### config.mk
export PLATFORM = sky130hd
export DESIGN_NAME = ripple_count_scheduler
export DESIGN_NICKNAME = d
export VERILOG_FILES = /design/src/rtl/ripple_count_scheduler.sv
export SDC_FILE = /design/constraint.sdc
export NUM_CORES = 1
export LEC_CHECK = 0
export ABC_CLOCK_PERIOD_IN_PS = 3000
export CORE_ASPECT_RATIO = 0.75
export CORE_UTILIZATION = 43
export DETAILED_ROUTE_END_ITERATION = 12
export HOLD_SLACK_MARGIN = 0.15
export MAX_ROUTING_LAYER = met4
export PLACE_DENSITY = 0.78
export SETUP_SLACK_MARGIN = 0.5
export SYNTH_ARGS = -nofsm -noshare
export SYNTH_HDL_FRONTEND = slang
export SYNTH_HIERARCHICAL = 1
export SYNTH_SLANG_ARGS = --single-unit
### constraint.sdc
create_clock -name clk -period 3 [get_ports clk]
set_clock_uncertainty 0.15 [all_clocks]
set_input_delay 0.6 -clock clk [delete_from_list [all_inputs] [get_ports clk]]
set_output_delay 0.6 -clock clk [all_outputs]
set_load 0.05 [all_outputs]
### src/rtl/ripple_count_scheduler.sv
// ripple_count_scheduler
//   Shares one CNT_W-bit interval down-counter among N_REQ requesters.
//   A round-robin arbiter grants the counter to one requester at a time.
//   The owner's load value is captured at grant time and counted down on
//   tick_en-qualified cycles. done[owner] pulses for one cycle at expiry.
//
// Ports
//   clk      rising-edge clock
//   rstn     asynchronous active-low reset
//   req      level request per requester, held until done or abort
//   req_cnt  packed load values, slice i = [i*CNT_W +: CNT_W]
//   tick_en  counter decrements only in cycles where this is 1
//   gnt      one-hot registered owner of the counter
//   done     one-cycle pulse to the owner at count expiry
//   owner    index of the current or last owner
//   busy     1 while a grant is active (RUN or DONE)
//   cnt_q    current counter value

// Per-requester lane: holds this requester's grant bit and decodes its
// done pulse. The grant bit is set on the load edge when this lane wins and
// cleared whenever the scheduler returns to IDLE.
module rcs_lane #(
  parameter int IDX_W = 2,
  parameter int IDX   = 0
) (
  input  logic             clk,
  input  logic             rstn,
  input  logic             load,
  input  logic             clr,
  input  logic [IDX_W-1:0] sel,
  input  logic             in_done,
  output logic             gnt,
  output logic             done
);

  always_ff @(posedge clk or negedge rstn) begin
    if (!rstn)     gnt <= 1'b0;
    else if (load) gnt <= (sel == IDX_W'(IDX));
    else if (clr)  gnt <= 1'b0;
  end

  // Moore decode: done follows the registered grant while in DONE.
  assign done = gnt & in_done;

endmodule

module ripple_count_scheduler #(
  parameter  int N_REQ = 4,
  parameter  int CNT_W = 4,
  localparam int IDX_W = $clog2(N_REQ)
) (
  input  logic                   clk,
  input  logic                   rstn,
  input  logic [N_REQ-1:0]       req,
  input  logic [N_REQ*CNT_W-1:0] req_cnt,
  input  logic                   tick_en,
  output logic [N_REQ-1:0]       gnt,
  output logic [N_REQ-1:0]       done,
  output logic [IDX_W-1:0]       owner,
  output logic                   busy,
  output logic [CNT_W-1:0]       cnt_q
);

  typedef enum logic [1:0] {S_IDLE, S_RUN, S_DONE} state_t;

  // Next-state bundle for the shared counter control.
  typedef struct packed {
    state_t           st;
    logic [IDX_W-1:0] own;
    logic [IDX_W-1:0] ptr;
    logic [CNT_W-1:0] cnt;
  } ctl_t;

  state_t           state_q;
  logic [IDX_W-1:0] owner_q;
  logic [IDX_W-1:0] ptr_q;
  ctl_t             nxt;

  logic                        load;
  logic                        clr;
  logic                        win_vld;
  logic [IDX_W-1:0]            win;
  logic [N_REQ-1:0][CNT_W-1:0] cnt_a;

  assign cnt_a = req_cnt;

  // Round-robin search: first set request strictly after the pointer,
  // wrapping once around. ptr_q is the last owner, so it gets lowest
  // priority on the next arbitration.
  always_comb begin
    int idx;
    idx     = 0;
    win     = '0;
    win_vld = 1'b0;
    for (int k = 1; k <= N_REQ; k++) begin
      idx = int'(ptr_q) + k;
      if (idx >= N_REQ) idx = idx - N_REQ;
      if (!win_vld && req[idx]) begin
        win_vld = 1'b1;
        win     = IDX_W'(idx);
      end
    end
  end

  always_comb begin
    nxt.st  = state_q;
    nxt.own = owner_q;
    nxt.ptr = ptr_q;
    nxt.cnt = cnt_q;
    load    = 1'b0;
    clr     = 1'b0;
    unique case (state_q)
      S_IDLE: begin
        // req_cnt is only ever sampled here, on the IDLE->RUN edge.
        if (win_vld) begin
          nxt.st  = S_RUN;
          nxt.own = win;
          nxt.cnt = cnt_a[win];
          load    = 1'b1;
        end
      end
      S_RUN: begin
        if (!req[owner_q]) begin
          // Owner withdrew: abort silently, counter value is left visible.
          nxt.st  = S_IDLE;
          nxt.ptr = owner_q;
          clr     = 1'b1;
        end else if (cnt_q == '0) begin
          // Expiry check comes before decrement, so the counter never wraps.
          nxt.st = S_DONE;
        end else if (tick_en) begin
          nxt.cnt = cnt_q - CNT_W'(1);
        end
      end
      S_DONE: begin
        // req is ignored here; the done pulse always completes.
        nxt.st  = S_IDLE;
        nxt.ptr = owner_q;
        clr     = 1'b1;
      end
      default: begin
        nxt.st = S_IDLE;
        clr    = 1'b1;
      end
    endcase
  end

  always_ff @(posedge clk or negedge rstn) begin
    if (!rstn) begin
      state_q <= S_IDLE;
      owner_q <= '0;
      ptr_q   <= IDX_W'(N_REQ - 1);
      cnt_q   <= '0;
    end else begin
      state_q <= nxt.st;
      owner_q <= nxt.own;
      ptr_q   <= nxt.ptr;
      cnt_q   <= nxt.cnt;
    end
  end

  for (genvar i = 0; i < N_REQ; i++) begin : g_lane
    rcs_lane #(.IDX_W(IDX_W), .IDX(i)) u_lane (
      .clk     (clk),
      .rstn    (rstn),
      .load    (load),
      .clr     (clr),
      .sel     (win),
      .in_done (state_q == S_DONE),
      .gnt     (gnt[i]),
      .done    (done[i])
    );
  end

  assign busy  = (state_q != S_IDLE);
  assign owner = owner_q;

endmodule

==> impl_results.md <==
- Outcome: finished, violations left
- Failing checks: design-rule violations
- Hold slack final: about 0.41 ns
- Seq cells post-synth: 14
- F_max: roughly 0.43 GHz
- Dpl cells: approximately 160
- Internal: between 700 and 800 uW
- # diodes: 0
- Final instance area: about 1400 um2
- Switching power: between 700 and 800 uW
- Layout cells sized above 1: 0.2270
- Crit Path Category: register to output pin
- Gr usage total: 0.2102
- Pre-antenna DRT Iters: 8
- VDD IR-drop max: about 0.54 mV
- Top cell type's share of synthesized area: 0.2978
- TritonCTS sink count: 14
- CP startpoint kind: register
- Crit path required time: between 2 and 2.5 ns
- Fin crit period: ~2.3 ns
- ANT nets after route: 0
- Synth area leader: dfrtp_1
- Initial cell density of the core: 0.4798
- Area delta synth->final: 42.18%
- Crit end category: output pin
- WL/cell: ~14 um
- Largest net degree at the start of global routing: 15
- Final WS setup: about 0.7 ns
- Reg2Reg Depth: 4
- Area of the die: around 2500 um2
- Worst endpoint data arrival time: roughly 1.6 ns
- Slowest stage delay, CP: ~0.84 ns
- Area contributors post-synth: dfrtp_1, mux4_2, dfstp_2, mux2i_1, mux2_2
- Post-Syn Area: 1008 um2
- Crit path max-delay family: buffers and inverters
- Clock share of power: 0.089
- Most frequent cell after synthesis: dfrtp_1
- RSZ-0062 raised after global routing: false
- CP Max Fanout: 4
- Number of global-route vias before repair: between 900 and 1000
- Pwr/cell area: 1078 nW/um2
- Worst path cell trace: clkdlybuf4s50_1
- Register area share after synthesis: 0.3499
- Vias: 904
- Buf/Inv on CP: 1
- Top cells by count, synth: dfrtp_1, nand2_1, nor2_1
- Core area: about 2100 um2
- Ys flop type: dfrtp_1
- Post-DP Area: 1398 um2
- GP Congestion: 0.8140
- Filler Cells Inserted: 178
- WP depth: 1
- Later-pin clock latency in the skew report: around 0.29 ns
- Tightest slew margin relative to the limit: 0.5695
- Final setup violation count: 0
- Clock buffer depth: 2
- Post-detail-place hpwl: approximately 1.8 mm
- WHS Path Cells: 2
- Logic gate share of total power: 0.652
- CTS tree: built
- Max-slew violation count: 0
- Netlist cell types: 40
- Critical path's slowest cell: clkdlybuf4s50_1
- Clk pin slew, worst setup/hold paths: ~0.08 ns
- Total design power: 1.546 mW
- Vert. Die Dim: 43.94 um
- Grt total ovfl: 0
- Final period util: 0.7718
- Post-place setup slack: 0.1024 ns
- Fraction of registers with async set or reset after synthesis: 1.000
- Initial antenna violation count: 0
- Top Ports: 38
- Root buffer cell: clkbuf_4
- Syn Nets: about 120
- Hold Fails Final Rpt: 0
- First-pass GRT wire length: roughly 3.9 mm
- FP Rows: 14
- Final WL: around 2.3 mm
- Final #Nets: ~170
- Leakage: around 0.65 nW
- PortBufs: 37
- Final core utilization: 0.6821
- Vias per cell: about 5.5
- Non-filler cells, final: between 150 and 200
- Hold/Removal Path Class: register to register
- Post-synthesis cell count: just under 100
- Worst slew pin tran: 0.6437 ns
- Drt drc: 2
- H-tree depth: 1
- Sw frac: 0.4868
- Syn Area/Cell: between 10 and 15 um2
- Flop pwr share: 0.259
- Initial DRC count: 22
- Max Cap Viol: 0
- Die width: approximately 58 um
- Num CTS Buffers: 3
- Total Neg Setup Slack: 0 ns
- Post-synth EDFFs: 0
- YS warnings: 6
==> power groups by stage <==
stage / sequential (mW) / clock, mW / combinational, mW
after floorplan: 0.547 / 0 / 0.571
after global placement: 0.396 / 0 / 0.979
after detailed placement: 0.402 / 0 / 0.993
after CTS: 0.400 / 0.141 / 1.00
after global routing: 0.417 / 0.150 / 1.08
final: 0.401 / 0.137 / 1.01
==> cells in the final DEF, fill, tap and decap left out, types with 2 or more instances in the layout <==
| master | synthesis | layout |
|---|---|---|
| clkbuf_2 | 0 | 4 |
| o21ai_2 | 3 | 3 |
| a221o_1 | 2 | 2 |
| buf_4 | 2 | 4 |
| clkdlybuf4s50_1 | 0 | 28 |
| nor2b_1 | 3 | 3 |
| ha_1 | 2 | 2 |
| nor3_1 | 3 | 3 |
| dlygate4sd2_1 | 0 | 2 |
| mux2_2 | 3 | 3 |
| inv_1 | 4 | 4 |
| a21o_1 | 2 | 2 |
| nand3b_1 | 3 | 3 |
| nor2_1 | 6 | 6 |
| nand2b_1 | 4 | 4 |
| a21o_2 | 2 | 2 |
| nor3b_1 | 2 | 2 |
| and2_1 | 3 | 3 |
| mux2i_1 | 5 | 5 |
| o21ai_0 | 3 | 3 |
| a21oi_1 | 4 | 4 |
| dlymetal6s2s_1 | 0 | 3 |
| clkbuf_4 | 0 | 3 |
| nand2_1 | 8 | 8 |
| dfstp_2 | 2 | 2 |
| mux4_2 | 3 | 3 |
| dfrtp_1 | 12 | 12 |
==> final timing paths <==
path / from / endpoint / slack (ns)
max in group asynchronous: rstn / g_lane[0].u_lane/gnt / 1.73
setup / recovery: owner[0] / owner[0] / 0.68
setup reg to reg: ptr_q[1] / cnt_q[3] / 0.77
hold / removal: g_lane[2].u_lane/gnt / g_lane[2].u_lane/gnt / 0.41
min in group asynchronous: rstn / cnt_q[2] / 0.55
hold reg to reg: g_lane[2].u_lane/gnt / g_lane[2].u_lane/gnt / 0.41
==> repair_timing <==
item	CTS	global route
hold buffers	0	0
setup buffers	1	1
pin swaps	1	1
setup endpoints to repair	7	7
gates cloned	0	0
endpoints found under the hold margin	0	0
gates resized for setup	6	11
==> flip-flops by register name, summed over array words and instances (netlist names) <==
register / flops
cnt_q: 4
ptr_q: 2
state_q: 2
owner: 2
g_lane.u_lane/gnt: 4
==> cell type report <==
class | instances | area [um2] | share of cell area
inverters | 4 | 15.01 | 0.01047
flip-flops and latches | 14 | 352.8 | 0.2461
clock buffers | 4 | 36.28 | 0.02531
repair buffers | 41 | 385.4 | 0.2688
multi-input cells | 78 | 614.3 | 0.4284
well taps | 24 | 30.03 | 0.02094
==> metal layers <==
metal / up-vias / GRT usage / wire, um
met5: - / - / 0
met4: 0 / 0.05238 / 23
met3: 4 / 0.04478 / 114
met2: 31 / 0.3609 / 1101
met1: 423 / 0.2533 / 1058
li1: 446 / - / -
==> kinds of logic (layout without fill, tap and decap cells) <==
| kind of cell | count (synthesis) | count (layout) | share of synthesized area |
|---|---|---|---|
| and+or+nand+nor | 41 | 41 | 0.2407 |
| AOI/OAI and AO/OA | 23 | 23 | 0.1824 |
| DFF | 14 | 14 | 0.3499 |
| muxes | 12 | 12 | 0.1613 |
| buffers and inverters | 7 | 49 | 0.04093 |
| adders and majority gates | 2 | 2 | 0.02481 |
(Power assumes the default switching activity.)
